## src/rtl/udma_jtag_fifo_setup_tx.sv

```systemverilog
// Channel-setup initiator: queues setup commands and sends each packed word across a
// 4-phase valid/ack handshake. Optional watchdog: define SETUP_TX_TIMEOUT_EN.
module udma_jtag_fifo_setup_tx #(
    parameter int CFG_WIDTH   = 57,
    parameter int FIFO_DEPTH  = 2,
    parameter int TIMEOUT_CYC = 1024
) (
    input  logic                 clk_i,
    input  logic                 rst_i,
    input  logic                 cmd_valid_i,
    output logic                 cmd_ready_o,
    input  logic                 cmd_txrxn_i,
    input  logic [31:0]          cmd_addr_i,
    input  logic [21:0]          cmd_size_i,
    input  logic [1:0]           cmd_dsize_i,
    output logic [CFG_WIDTH-1:0] setup_value_o,
    output logic                 setup_valid_o,
    input  logic                 setup_ack_i,
    output logic                 busy_o,
    output logic                 done_o,
    output logic                 err_o
);
    localparam int AW = $clog2(FIFO_DEPTH);
    localparam int PW = 57;

    if (CFG_WIDTH < PW || FIFO_DEPTH < 2 || (FIFO_DEPTH & (FIFO_DEPTH - 1)) != 0
        || TIMEOUT_CYC < 2 || TIMEOUT_CYC > 65536) begin : g_bad_params
        $error("udma_jtag_fifo_setup_tx: illegal parameter combination");
    end

    typedef enum logic [1:0] {S_IDLE, S_REQ, S_REL} state_e;

    logic [PW-1:0]        mem_q [FIFO_DEPTH];
    logic [AW:0]          wr_ptr_q, wr_ptr_d, rd_ptr_q, rd_ptr_d;
    logic                 fifo_full, fifo_empty, push, pop;
    logic                 ack_meta_q, ack_s_q;
    state_e               state_q, state_d;
    logic                 valid_q, valid_d;
    logic [CFG_WIDTH-1:0] value_q, value_d;
    logic                 done_q, done_d;
    logic                 req_tmo, rel_tmo;

    assign fifo_empty  = (wr_ptr_q == rd_ptr_q);
    assign fifo_full   = (wr_ptr_q[AW] != rd_ptr_q[AW]) &&
                         (wr_ptr_q[AW-1:0] == rd_ptr_q[AW-1:0]);
    assign push        = cmd_valid_i & ~fifo_full;
    assign cmd_ready_o = ~fifo_full;

    always_comb begin
        wr_ptr_d = wr_ptr_q + (AW+1)'(push);
        rd_ptr_d = rd_ptr_q + (AW+1)'(pop);
    end

    // Queue storage carries data only, so it is left out of reset.
    always_ff @(posedge clk_i) begin
        if (push) begin
            mem_q[wr_ptr_q[AW-1:0]] <= {cmd_dsize_i, cmd_txrxn_i, cmd_addr_i, cmd_size_i};
        end
    end

`ifdef SETUP_TX_TIMEOUT_EN
    localparam logic [15:0] TMO_LAST = 16'(TIMEOUT_CYC - 1);

    logic [15:0] cnt_q, cnt_d;
    logic        err_flag_q, err_flag_d;
    logic        err_q, err_d;

    // Timeout fires on the edge where the counter would reach TIMEOUT_CYC-1.
    assign req_tmo = (state_q == S_REQ) && ((cnt_q + 16'd1) == TMO_LAST);
    assign rel_tmo = (state_q == S_REL) && ((cnt_q + 16'd1) == TMO_LAST);
    assign err_o   = err_q;
`else
    assign req_tmo = 1'b0;
    assign rel_tmo = 1'b0;
    assign err_o   = 1'b0;
`endif

    // State register and all control flops.
    always_ff @(posedge clk_i or posedge rst_i) begin
        if (rst_i) begin
            state_q    <= S_IDLE;
            wr_ptr_q   <= '0;
            rd_ptr_q   <= '0;
            ack_meta_q <= 1'b0;
            ack_s_q    <= 1'b0;
            valid_q    <= 1'b0;
            value_q    <= '0;
            done_q     <= 1'b0;
`ifdef SETUP_TX_TIMEOUT_EN
            cnt_q      <= '0;
            err_flag_q <= 1'b0;
            err_q      <= 1'b0;
`endif
        end else begin
            state_q    <= state_d;
            wr_ptr_q   <= wr_ptr_d;
            rd_ptr_q   <= rd_ptr_d;
            ack_meta_q <= setup_ack_i;
            ack_s_q    <= ack_meta_q;
            valid_q    <= valid_d;
            value_q    <= value_d;
            done_q     <= done_d;
`ifdef SETUP_TX_TIMEOUT_EN
            cnt_q      <= cnt_d;
            err_flag_q <= err_flag_d;
            err_q      <= err_d;
`endif
        end
    end

    // Next-state logic; a stale-high ack at REQ entry is accepted as the ack.
    always_comb begin
        state_d = state_q;
        unique case (state_q)
            S_IDLE: if (!fifo_empty) state_d = S_REQ;
            S_REQ:  if (ack_s_q || req_tmo) state_d = S_REL;
            S_REL:  if (!ack_s_q || rel_tmo) state_d = S_IDLE;
            default: state_d = S_IDLE;
        endcase
    end

    // Output logic, computed one cycle ahead so every handshake output is registered.
    always_comb begin
        pop     = (state_q == S_REL) && (state_d == S_IDLE);
        valid_d = (state_d == S_REQ);
        value_d = value_q;
        if (state_q == S_IDLE && state_d == S_REQ) begin
            value_d         = '0;
            value_d[PW-1:0] = mem_q[rd_ptr_q[AW-1:0]];
        end
`ifdef SETUP_TX_TIMEOUT_EN
        cnt_d      = '0;
        if (state_d != S_IDLE && state_d == state_q) cnt_d = cnt_q + 16'd1;
        err_flag_d = err_flag_q;
        if (state_q == S_IDLE && state_d == S_REQ) err_flag_d = 1'b0;
        if (state_q == S_REQ && state_d == S_REL && !ack_s_q) err_flag_d = 1'b1;
        done_d     = pop & ~err_flag_q;
        err_d      = pop & err_flag_q;
`else
        done_d     = pop;
`endif
    end

    assign setup_valid_o = valid_q;
    assign setup_value_o = value_q;
    assign done_o        = done_q;
    assign busy_o        = (state_q != S_IDLE) || !fifo_empty;
endmodule

```

## config.mk

```make
export PLATFORM = sky130hd
export DESIGN_NAME = udma_jtag_fifo_setup_tx
export DESIGN_NICKNAME = d
export VERILOG_FILES = /design/src/rtl/udma_jtag_fifo_setup_tx.sv
export SDC_FILE = /design/constraint.sdc
export NUM_CORES = 1
export LEC_CHECK = 0
export BUFFER_PORTS_ARGS = -buffer_cell sky130_fd_sc_hd__buf_2
export CORE_ASPECT_RATIO = 0.7
export CORE_MARGIN = 2
export CORE_UTILIZATION = 55
export DETAILED_ROUTE_END_ITERATION = 12
export GPL_TIMING_DRIVEN = 0
export PLACE_DENSITY_LB_ADDON = 0.05
export SLEW_MARGIN = 10
export SYNTH_ARGS = -nofsm -noshare
export SYNTH_HDL_FRONTEND = slang
export SYNTH_SLANG_ARGS = --single-unit
export TNS_END_PERCENT = 50
```

## constraint.sdc

```tcl
create_clock -name clk_i -period 3.7 [get_ports clk_i]
set_input_delay 0.185 -clock clk_i [delete_from_list [all_inputs] [get_ports clk_i]]
set_output_delay 0.185 -clock clk_i [all_outputs]
set_load 0.01 [all_outputs]
```

# Word-level counts from Yosys, hierarchy flattened
# Memory sizes are Yosys's and may differ from the RTL's. A register that Yosys moved wholly into a read port is not among the register bits.
# Cells that the tools add are included.
# W data, S select, Z words.
# word_totals
mem_bits_rw,114
mem_count,1
output_inout_bits,62
regBits,10
elab_cells,32
# memory_table
name,depth,word_bits,read_ports,rd_ports_with_merged_regs,write_ports,line_no,source
mem_q,2,57,1,1,1,33,logic [PW-1:0] mem_q [FIFO_DEPTH];
# op_classes
n_eq_ne,6
n_addsub,2
muxes,6
reduce_logical,8
bitwise_logic,2
# op_table
op,count
$mux W2,3
$pmux W2 S3,1
$add A2 B1 Y2,2
$eq A2 B1 Y1 const B,2
$logic_not A2 Y1,2
$logic_and A1 B1 Y1,3
$eq A2 B2 Y1,1
$eq A2 B2 Y1 const B,1
$mux W1,2
$reduce_bool A2 Y1,1
$and A1 B1 Y1,1
$eq A1 B1 Y1,1
$logic_not A1 Y1,1
$logic_or A1 B1 Y1,1
$ne A1 B1 Y1,1
$not A1 Y1,1

# Logic depth before layout (Yosys ltp)
# Gate-level depths: netlist of run 1.
# logic_depth
depth_word,6
depth_mapped,5

# Least setup slack after synthesis of run 1
# OpenSTA, ideal clock, no wires.
# synth_path
kind,reg-to-reg
from,register rd_ptr_q[0]
to,memory mem_q[1][0] (enable)
setup_slack_ps,890
stages_incl_launch_ff,5
arrival_time_ps,2388
synth_period_minus_slack_ps,2810
path_buffers,0
cell_sequence,dfrtp_1 -> xor2_1 -> nand2b_1 -> and2_1 -> ha_1
# synth_via
elab_chain_cells,6
# synth_rtl
element,line_no,source
start: declaration,34,"logic [AW:0] wr_ptr_q, wr_ptr_d, rd_ptr_q, rd_ptr_d;"
start signal: assignment,97,rd_ptr_q <= rd_ptr_d;
$eq A1 B1 Y1,45,(wr_ptr_q[AW-1:0] == rd_ptr_q[AW-1:0]);
$logic_and A1 B1 Y1,44,assign fifo_full = (wr_ptr_q[AW] != rd_ptr_q[AW]) &&
$not A1 Y1,-,
via cmd_ready_o,11,"output logic cmd_ready_o,"
$and A1 B1 Y1,46,assign push = cmd_valid_i & ~fifo_full;
$mux W1,56,if (push) begin
$mux W1 (implied by the code),57,"mem_q[wr_ptr_q[AW-1:0]] <= {cmd_dsize_i, cmd_txrxn_i, cmd_addr_i, cmd_size_i};"
end: declaration,33,
# The timed path passes the listed nets, and every way through them passes these cells.

# Worst setup path after layout of run 1
# layout_path
from,register rd_ptr_q[0]
to,memory mem_q[0][54] (enable)
# layout_via
elab_chain_cells,6
# layout_rtl
element,line_no
$eq A1 B1 Y1,45
$logic_and A1 B1 Y1,44
$not A1 Y1,46
$and A1 B1 Y1,46
$mux W1,56
$mux W1 (implied by the code),57
# No other way between the ends.

==> impl_metrics.csv, run 1 <==
group,metric,value,unit
run_status,status,"completed",
critical_path,cp_cell_sequence,"xor2_1 > nand2b_1 > and2_1 > ha_4 > buf_12",
pwr,design_power_total,7.62,mW
detailed_routing,num_vias,3529,
detailed_routing,remaining_drc_errors,0,
logic_synthesis,synth_fp_nets,395,
final_layout,fin_nets,597,
logic_synthesis,syn_area,6620,sq um
final_layout,multi_input_area,1460,sq um
clock_tree,cts_tree,"done",
die,initial_core_util,56.4,%
place,dp_slack,1.50,ns
timing,setup_violations,0,
clock_tree,cts_buffers,17,
final_layout,n_fill_cell,767,
clock_tree,clkTransAtPathRegs,0.06,ns
timing,hold_ws,0.295,ns
grt,gr-usage-met1,25.3,%
detailed_routing,ant_nets,0,
logic_synthesis,post_synth.cell_area_avg,20.0,sq um
final_layout,final_common_cell,"buf_2",
min_path,worstHoldPathType,"in -> reg",
clock_tree,root_buffer,"clkbuf_16",
critical_path,cp_data_arrival_time,2.27,ns
logic_synthesis,synth_seq_area_share,77.1,%
timing,period_share,58.2,%
final_layout,regArea,5100,sq um
grt,grt_max_degree,39,
place,routabilityCongestion,0.694,
critical_path,crit_required,3.81,ns
clock_tree,htreeDepth,4,
clock_tree,ctsResizeCount,0,
logic_synthesis,synthMuxAreaShare,19.4,%
timing,worst_pin_slew,0.600,ns
critical_path,r2r_cells,5,
die,io_pins,123,
detailed_routing,wl,12.3,mm
run,drv_cap,0,
die,core-area,11700,sq um
logic_synthesis,yosys_warnings,0,
timing,slew_viol_final,0,
min_path,hold_end,"wr_ptr_q[0]",
logic_synthesis,yosys.area_share.xor_xnor,0.530,%
logic_synthesis,synth_cell_types,19,
pwr,powerDensity,880,nW/um^2
timing,fin_skew,0.0104,ns
critical_path,critPathKind,"reg -> reg",
clock_tree,post-cts-setup-buffer-count,0,
grt,grt_pass1_wl,19.3,mm
min_path,min-delay-start,"cmd_valid_i",
grt,globalRoute.totalOverflow,0,
grt,use_met3,4.79,%
timing,period_minus_slack,2.15,ns
grt,grt_busiest_layer,"met2",
die,die_h,95.8,um
die,die_area,12900,sq um
logic_synthesis,yosys.area_share.simple,0.605,%
timing,clock.fmax,465,MHz
logic_synthesis,synth-adder-area-share,0.567,%
logic_synthesis,ys_seq_elements,181,
pwr,peakVddDrop,0.459,mV
critical_path,ff2ff_setup_slack,1.55,ns
clock_tree,clock-sinks,181,
critical_path,cp-end-kind,"register",
clock_tree,clockBufferDepth,2,
die,die_x,135,um
detailed_routing,via_per_inst,5.02,
critical_path,critPathMaxFanout,30,
min_path,min_path_cells,4,
pwr,p_leak,3.44,nW
logic_synthesis,synth_compound_area_share,0.454,%
timing,rsz0062_at_grt,"false",
final_layout,drive_gt1_share,49.5,%
critical_path,timing.rr.start,"rd_ptr_q[0]",
timing,relSlewSlack,60.0,%
detailed_routing,firstDrtPassIters,4,
grt,grt_use_met2,35.5,%
place,dpl.hpwl,7.42,mm
detailed_routing,wl_per_cell,17.4,um
grt,first_global_vias,3848,
grt,antenna_found_initial,0,
final_layout,syn_to_final_growth,30.9,%
place,io_buffer_count,121,
critical_path,crit_path_start_kind,"register",
critical_path,regToRegEndpoint,"mem_q[0][54]",
final_layout,final_util,73.9,%
timing,hold_violations,0,
final_layout,layout_common_cells,"buf_2 (129), edfxtp_1 (114), mux2_2 (106), dfrtp_1 (67), dlygate4sd3_1 (59)",
detailed_routing,drt-initial-drc-count,105,
logic_synthesis,syn_inst,331,
die,fp-row-count,33,
final_layout,n_antenna_cell,0,
timing,worst_slack,1.55,ns
critical_path,cp_slowest_cell,"ha_4",
logic_synthesis,synth_top_family_by_area,"multiplexers",
grt,grt.total_usage,20.5,%
clock_tree,insertion_delay,0.42,ns
critical_path,critical_path.max_stage_delay,0.46,ns
==> Yosys cell counts <==
cell / number / area [sq um]
a21boi_0: 1 / 7.51
and2_1: 1 / 6.26
buf_2: 8 / 40.0
buf_4: 2 / 15.0
buf_6: 1 / 11.3
clkbuf_1: 2 / 7.51
conb_1: 1 / 3.75
dfrtp_1: 67 / 1680
edfxtp_1: 114 / 3420
ha_1: 3 / 37.5
inv_1: 3 / 11.3
mux2_1: 8 / 90.1
mux2_2: 106 / 1190
nand2_1: 1 / 3.75
nand2b_1: 3 / 18.8
nor2_1: 3 / 11.3
o21a_1: 1 / 7.51
o21bai_1: 2 / 15.0
xor2_1: 4 / 35.0
==> final cells by class <==
type	count	share of cell area [%]
flip-flops and latches	181	58.9
multi-input cells	134	16.8
repair buffers	183	14.5
clock buffers	18	4.96
well taps	157	2.27
clock inverters	14	1.57
plain buffers	13	0.852
inverters	3	0.159
==> metrics by stage <==
stage,TNS (ns),std cells,area (sq um)
after floorplan,0,331,6620
after global placement,-2.22,609,7420
after detailed placement,0,612,7500
after CTS,0,703,8660
after global routing,0,703,8660
final,0,703,8660
==> per-layer routing <==
metal | vias to the layer above | part of all wire, %
met4 | 0 | 1.1
met1 | 1776 | 42
met2 | 92 | 52
met3 | 14 | 4.8
li1 | 1647 | -
met5 | - | 0
==> what timing repair did <==
| action | CTS | global route |
|---|---|---|
| endpoints found under the setup margin | 0 | 0 |
| hold buffers | 59 | 0 |
| endpoints found under the hold margin | 144 | 0 |
==> worst max-delay path by stage <==
stage	to	start	cells after the start	slack, ns
3_3_place_gp	mem_q[1][4]	rd_ptr_q[0]	4	-0.04
4_1_cts	mem_q[0][55]	rd_ptr_q[0]	5	1.50
5_1_grt	mem_q[0][56]	rd_ptr_q[0]	5	1.39
2_1_floorplan	mem_q[1][0]	rd_ptr_q[0]	4	0.89
6_report	mem_q[0][54]	rd_ptr_q[0]	5	1.55
3_5_place_dp	mem_q[0][8]	rd_ptr_q[0]	5	1.50
==> report_power, final <==
part | leakage, nW | total, mW | internal (mW) | switching (mW)
combinational | 1.33 | 2.66 | 1.36 | 1.30
clock | 0.264 | 1.71 | 0.987 | 0.718
sequential | 1.84 | 3.25 | 2.99 | 0.261
==> worst max-delay path, delay by kind of cell, from the launching register on <==
family	cells	cell delay, ns
flops	1	0.43
simple gates	2	0.41
buf+inv	1	0.27
fa+ha+maj	1	0.46
xor+xnor	1	0.26
==> state kept, by name (all words and copies together) (netlist names) <==
name           flops
mem_q            114
state_q            2
setup_valid_o      1
rd_ptr_q           2
done_o             1
setup_value_o     57
ack_s_q            1
wr_ptr_q           2
ack_meta_q         1
==> logic make-up after synthesis <==
| group | Yosys count |
|---|---|
| AOI/OAI and AO/OA | 4 |
| xor gates and xnor gates | 4 |
| adders and majority gates | 3 |
| buffers and inverters | 16 |
| DFF | 181 |
| muxes | 114 |
| other | 1 |
| and+or+nand+nor | 8 |
(Power assumes the default switching activity.)
==> run 2: changes to the inputs <==
--- a/config.mk
+++ b/config.mk
@@ -5,10 +5,11 @@
 export SDC_FILE = /design/constraint.sdc
 export NUM_CORES = 1
 export LEC_CHECK = 0
+export ABC_AREA = 1
 export BUFFER_PORTS_ARGS = -buffer_cell sky130_fd_sc_hd__buf_2
 export CORE_ASPECT_RATIO = 0.7
 export CORE_MARGIN = 2
-export CORE_UTILIZATION = 55
+export CORE_UTILIZATION = 50
 export DETAILED_ROUTE_END_ITERATION = 12
 export GPL_TIMING_DRIVEN = 0
 export PLACE_DENSITY_LB_ADDON = 0.05
==> constraint.sdc (replaced) <==
create_clock -name clk_i -period 1.8 [get_ports clk_i]
set_input_delay 0.09 -clock clk_i [delete_from_list [all_inputs] [get_ports clk_i]]
set_output_delay 0.09 -clock clk_i [all_outputs]
set_load 0.01 [all_outputs]
==> run 2 against run 1 <==
Effect of this change:
- cell area rose by 3.8%
- critical path type is now reg -> out
- area after synthesis rose by 2.6%
- global-route usage rose by 1.4 points
- utilization fell by 5.9 points
- clock-buffer cell count rose by 1
- die area rose by 12%
- largest power group unchanged
- critical endpoint is now busy_o
==> impl_metrics.csv, run 2 <==
group,metric,value,unit
critical_path,critPathMaxFanout,10,
critical_path,cp_slowest_cell,"dfrtp_1",
final_layout,n_fill_cell,1031,
timing,clock.fmax,584,MHz
logic_synthesis,yosys_warnings,0,
detailed_routing,firstDrtPassIters,4,
final_layout,largest_reg_flops,114,
clock_tree,clkTransAtPathRegs,0.07,ns
detailed_routing,wl,15.1,mm
die,fp-row-count,35,
final_layout,regArea,5100,sq um
place,io_buffer_count,121,
pwr,p_seq_share,40.8,%
place,dp.cells,893,
critical_path,critical_path.max_stage_delay,0.41,ns
final_layout,drive_gt1_share,24.3,%
clock_tree,clock-sinks,181,
final_layout,fin_nets,857,
pwr,peakVddDrop,0.927,mV
timing,relSlewSlack,62.8,%
logic_synthesis,synthMuxAreaShare,0,%
grt,grt_max_degree,49,
timing,setup_violations,0,
detailed_routing,drt-initial-drc-count,241,
timing,rsz0062_at_grt,"false",
detailed_routing,ant_nets,0,
logic_synthesis,yosysTopAreaCellShare,50.5,%
clock_tree,cts_tree,"done",
critical_path,timing.rr.start,"wr_ptr_q[1]",
logic_synthesis,ys_top_cells_by_area,"edfxtp_1 (50%), dfrtp_1 (25%), nand2_1 (16%), nand3_1 (4.3%), buf_2 (1.4%)",
timing,slew_viol_final,0,
logic_synthesis,synth_cell_types,17,
logic_synthesis,yosysMostFrequentCell,"nand2_1",
run_status,status,"completed",
timing,fin_skew,0.0150,ns
clock_tree,root_buffer,"clkbuf_16",
logic_synthesis,ys_async_sr_fraction,37.0,%
pwr,comb_power_share,36.3,%
detailed_routing,wl_per_cell,15.2,um
die,die_h,101,um
pwr,clock_power_share,22.9,%
clock_tree,htreeDepth,4,
place,dpl.hpwl,8.91,mm
die,die_area,14500,sq um
timing,worst_slack,0.0866,ns
clock_tree,cts_buffers,17,
timing,period_share,95.2,%
critical_path,ff2ff_setup_slack,0.14,ns
min_path,worstHoldPathType,"in -> async",
final_layout,n_antenna_cell,0,
logic_synthesis,synth_fp_nets,650,
pwr,p_sw_share,36.9,%
timing,period_minus_slack,1.71,ns
critical_path,cp_cell_sequence,"nor2_4 > buf_4 > buf_6 > nand3_1 > buf_2",
final_layout,final_cells,991,
logic_synthesis,synth_seq_area_share,75.2,%
place,routabilityCongestion,0.712,
logic_synthesis,synth_compound_area_share,0.369,%
critical_path,crit_required,1.71,ns
final_layout,final_util,68.0,%
detailed_routing,via_per_inst,4.78,
logic_synthesis,synth_edf_count,114,
grt,grt_pass1_wl,23.6,mm
pwr,net-switching-power,5.93,mW
pwr,design_power_total,16.1,mW
grt,globalRoute.totalOverflow,0,
grt,first_global_vias,4665,
detailed_routing,num_vias,4733,
timing,worst_pin_slew,0.557,ns
logic_synthesis,synth_common_cells,"nand2_1 (293), edfxtp_1 (114), dfrtp_1 (67)",
pwr,p_int,10.1,mW
die,io_pins,123,
timing,hold_ws,0.179,ns
place,dp_slack,-0.276,ns
final_layout,syn_to_final_growth,32.5,%
pwr,p_leak,4.18,nW
final_layout,final_design_area_no_fill,8990,sq um
run,drv_cap,0,
critical_path,critPathKind,"reg -> out",
place,dpl_cell_area,7690,sq um
logic_synthesis,yosys.area_share.simple,20.9,%
die,initial_core_util,51.3,%
clock_tree,insertion_delay,0.43,ns
logic_synthesis,synth_top_family_by_area,"simple AND/OR/NAND/NOR gates",
die,die_x,143,um
final_layout,final_common_cell,"nand2_1",
final_layout,multi_input_area,1550,sq um
logic_synthesis,syn_area,6790,sq um
grt,grt.total_usage,21.9,%
critical_path,cp-end-kind,"primary output",
critical_path,regToRegEndpoint,"mem_q[0][27]",
critical_path,cp_data_arrival_time,1.62,ns
final_layout,layout_common_cells,"nand2_1 (291), buf_2 (138), edfxtp_1 (114), dfrtp_1 (66), dlygate4sd3_1 (59)",
die,core-area,13200,sq um
logic_synthesis,ys_seq_elements,181,
logic_synthesis,post_synth.cell_area_avg,11.6,sq um
timing,tns,0,ns
critical_path,r2r_cells,7,
logic_synthesis,synth_ff_type,"edfxtp_1",
critical_path,crit_path_start_kind,"register",
logic_synthesis,yosysTopAreaCell,"edfxtp_1",
grt,antenna_found_initial,0,
pwr,powerDensity,1790,nW/um^2
detailed_routing,remaining_drc_errors,0,
timing,hold_violations,0,
clock_tree,clockBufferDepth,2,
logic_synthesis,syn_inst,586,
logic_synthesis,synth-adder-area-share,0.553,%
logic_synthesis,yosys.area_share.xor_xnor,0.258,%
[run 2: cell count changes after synthesis, moves of 3 or more]
cell	change
clkbuf_1	+6
nand3_1	+58
mux2_1	-8
buf_2	+11
nand2b_1	-3
mux2_2	-106
inv_1	+4
nand2_1	+292
[run 2: logic make-up (layout without fill, tap and decap cells)]
family                   Yosys count  in the layout
other                              1              1
AND/OR/NAND/NOR                  356            356
flip-flops                       181            181
buffers and inverters             39            259
adder cells (fa/ha/maj)            3              3
AO/OA/AOI/OAI                      4              4
XOR/XNOR                           2              2
[run 2: area by class of cell]
class / count / area share (%)
inverters: 8 / 0.362
repair buffers: 188 / 14.6
well taps: 185 / 2.58
clock inverters: 13 / 1.63
clock buffers: 19 / 4.93
flip-flops and latches: 181 / 56.8
plain buffers: 31 / 1.82
multi-input cells: 366 / 17.3
[run 2: power by group through the flow]
stage / Combinational [mW] / Clock (mW) / Sequential (mW)
6_report: 5.83 / 3.68 / 6.54
5_1_grt: 6.59 / 3.92 / 6.69
4_1_cts: 5.89 / 3.74 / 6.55
3_5_place_dp: 5.49 / 0 / 6.63
3_3_place_gp: 5.33 / 0 / 6.58
2_1_floorplan: 3.30 / 0 / 6.82
[run 2: critical path: cells and delay by family (launching register included)]
family                 cells  cell delay (ns)
AND/OR/NAND/NOR            2             0.26
buffers and inverters      3             0.53
flip-flops                 1             0.41
[run 2: how the worst max path moves through the flow]
stage | startpoint | slack (ns) | endpoint
detailed placement | wr_ptr_q[1] | -0.28 | mem_q[1][13]
global route | state_q[1] | 0.003 | busy_o
global placement | rst_i | -0.95 | setup_value_o[8]
CTS | wr_ptr_q[0] | -0.01 | mem_q[0][48]
finish | state_q[1] | 0.09 | busy_o
floorplan | rst_i | 0.03 | ack_meta_q
[run 2: layer usage]
layer / wire (um) / GRT usage [%]
met1: 6760 / 29.2
met2: 7460 / 37.1
met3: 731 / 4.44
met4: 125 / 6.33
met5: 0 / 0
[run 2: what timing repair did]
action                                  CTS  global route
setup buffers                             6             1
gates cloned                              0             0
hold endpoints to repair                182             0
endpoints found under the setup margin  116            44
gates resized for setup                  10             1
pin swaps                                 3             1
hold buffers                             59             0
==> run 3: changes to the inputs <==
--- a/config.mk
+++ b/config.mk
@@ -7,12 +7,14 @@
 export LEC_CHECK = 0
 export ABC_AREA = 1
 export BUFFER_PORTS_ARGS = -buffer_cell sky130_fd_sc_hd__buf_2
+export CELL_PAD_IN_SITES_DETAIL_PLACEMENT = 1
+export CELL_PAD_IN_SITES_GLOBAL_PLACEMENT = 1
 export CORE_ASPECT_RATIO = 0.7
 export CORE_MARGIN = 2
-export CORE_UTILIZATION = 50
+export CORE_UTILIZATION = 39
 export DETAILED_ROUTE_END_ITERATION = 12
 export GPL_TIMING_DRIVEN = 0
-export PLACE_DENSITY_LB_ADDON = 0.05
+export PLACE_DENSITY_LB_ADDON = 0.08
 export SLEW_MARGIN = 10
 export SYNTH_ARGS = -nofsm -noshare
 export SYNTH_HDL_FRONTEND = slang
==> run 3 against run 2 <==
Effect of this change:
- first-iteration DRC count increased by 12%
- critical path type unchanged
- sequential power about the same
- power increased by 5.7%
==> impl_metrics.csv, run 3 (synthesized netlist as in run 2, its figures left out) <==
group,metric,value,unit
clock_tree,root_buffer,"clkbuf_16",
critical_path,cp_common_cell,"buf_6",
detailed_routing,num_vias,4875,
final_layout,drive_gt1_share,24.5,%
detailed_routing,via_per_inst,4.70,
critical_path,regToRegEndpoint,"mem_q[1][30]",
critical_path,cp.buffers_inverters,3,
pwr,p_seq_share,38.7,%
min_path,worstHoldPathType,"in -> async",
die,core-area,17100,sq um
clock_tree,clock-sinks,181,
final_layout,fin_nets,858,
grt,grt_max_degree,47,
pwr,peakVddDrop,0.759,mV
critical_path,critPathMaxFanout,10,
pwr,powerDensity,1850,nW/um^2
run_status,status,"completed",
timing,worst_pin_slew,0.575,ns
final_layout,syn_to_final_growth,35.2,%
detailed_routing,drt-initial-drc-count,270,
clock_tree,clockBufferDepth,2,
timing,period_share,94.8,%
clock_tree,clkTransAtPathRegs,0.07,ns
detailed_routing,ant_nets,0,
timing,fin_skew,0.0110,ns
critical_path,cp_slowest_cell,"dfrtp_1",
run,drv_cap,0,
timing,relSlewSlack,61.7,%
die,fp-row-count,40,
critical_path,ff2ff_setup_slack,0.14,ns
pwr,p_int,10.7,mW
pwr,comb_power_share,36.3,%
critical_path,cp_data_arrival_time,1.62,ns
clock_tree,cts_tree,"done",
critical_path,r2r_cells,6,
die,die_area,18500,sq um
grt,grt_pass1_wl,27.9,mm
place,routabilityCongestion,0.715,
place,dp.cells,939,
timing,slew_viol_final,0,
pwr,clock_power_share,24.9,%
final_layout,largest_reg_flops,114,
grt,first_global_vias,5159,
pwr,p_leak,4.24,nW
place,dpl.hpwl,10.4,mm
clock_tree,htreeDepth,4,
timing,hold_ws,0.189,ns
grt,globalRoute.totalOverflow,0,
clock_tree,cts_buffers,17,
timing,rsz0062_at_grt,"true",
final_layout,final_common_cell,"nand2_1",
critical_path,critical_path.max_stage_delay,0.42,ns
critical_path,crit_required,1.71,ns
detailed_routing,wl,17.6,mm
final_layout,final_util,53.6,%
clock_tree,insertion_delay,0.43,ns
critical_path,cp-end-kind,"primary output",
grt,grt.total_usage,20.3,%
timing,period_minus_slack,1.71,ns
detailed_routing,firstDrtPassIters,4,
detailed_routing,remaining_drc_errors,0,
final_layout,layout_common_cells,"nand2_1 (291), buf_2 (138), edfxtp_1 (114), dfrtp_1 (66), dlygate4sd3_1 (59)",
final_layout,n_antenna_cell,0,
critical_path,cpLargestDelayFamily,"buffers and inverters",
pwr,design_power_total,17.0,mW
critical_path,crit_path_start_kind,"register",
timing,clock.fmax,586,MHz
timing,hold_violations,0,
pwr,p_sw_share,36.8,%
die,io_pins,123,
critical_path,cp_cell_sequence,"nor2_4 > buf_6 > buf_6 > nand3_1 > buf_2",
final_layout,final_cells,1038,
die,die_h,114,um
critical_path,timing.rr.start,"wr_ptr_q[0]",
die,die_x,162,um
timing,setup_violations,0,
place,io_buffer_count,121,
critical_path,critPathKind,"reg -> out",
pwr,net-switching-power,6.24,mW
final_layout,n_fill_cell,1816,
detailed_routing,wl_per_cell,17.0,um
die,initial_core_util,39.6,%
grt,antenna_found_initial,0,
run 3: changes by cell type in the layout (fill, tap and decap cells not counted), sizes merged:
| cell | before | now |
|---|---|---|
| clkinvlp | 4 | 3 |
| bufinv | 2 | 6 |
| clkbuf | 27 | 25 |
| clkinv | 4 | 3 |
| buf | 152 | 153 |
run 3: metrics by stage:
stage | setup TNS [ns] | instance area [sq um] | setup WS [ns]
after global routing | -0.00248 | 9170 | -0.00248
after detailed placement | -44.53 | 7750 | -0.414
after CTS | -0.998 | 9140 | -0.0390
after floorplan | 0 | 6820 | 0.0268
after global placement | -113.41 | 7720 | -1.12
final | 0 | 9170 | 0.0941
run 3: timing repair:
item,CTS,global route
endpoints found under the setup margin,116,48
endpoints found under the hold margin,182,0
gates resized for setup,10,3
hold buffers,59,0
pin swaps,4,1
setup buffers,7,1
gates cloned,0,0
run 3: area by class of cell:
cell class                 instances  area, sq um  area share (%)
buffer                            31          171            1.87
clock buffer                      17          425            4.64
clock inverter                    15          249            2.71
inverter                           8         32.5           0.355
multi-input combinational        366         1550            16.9
sequential                       181         5100            55.6
tap                              231          289            3.15
timing repair buffer             189         1350            14.7
run 3: worst max path at each step:
stage	start	cells past startpoint	endpoint
after global routing	rd_ptr_q[0]	8	setup_valid_o
after CTS	state_q[1]	5	busy_o
after floorplan	rst_i	1	ack_meta_q
final	state_q[1]	5	busy_o
after global placement	rst_i	2	setup_value_o[10]
after detailed placement	rd_ptr_q[0]	5	mem_q[1][12]
run 3: worst min-delay path: stages:
cell           delay (ns)
dlygate4sd3_1        0.54
buf_2                0.14
inv_4                0.25
run 3: power by group through the flow:
stage | Combinational (mW) | Clock (mW) | Sequential, mW
after floorplan | 3.30 | 0 | 6.82
after global placement | 5.57 | 0 | 6.57
after detailed placement | 5.78 | 0 | 6.64
after CTS | 6.24 | 4.32 | 6.56
after global routing | 6.99 | 4.47 | 6.72
final | 6.16 | 4.23 | 6.57
run 3: routing by layer:
layer	track usage (%)	wire, um	up-vias
li1	-	-	2345
met1	26.3	7940	2399
met2	34.4	8650	111
met3	4.31	757	20
met4	7.08	268	0
met5	0	0	-
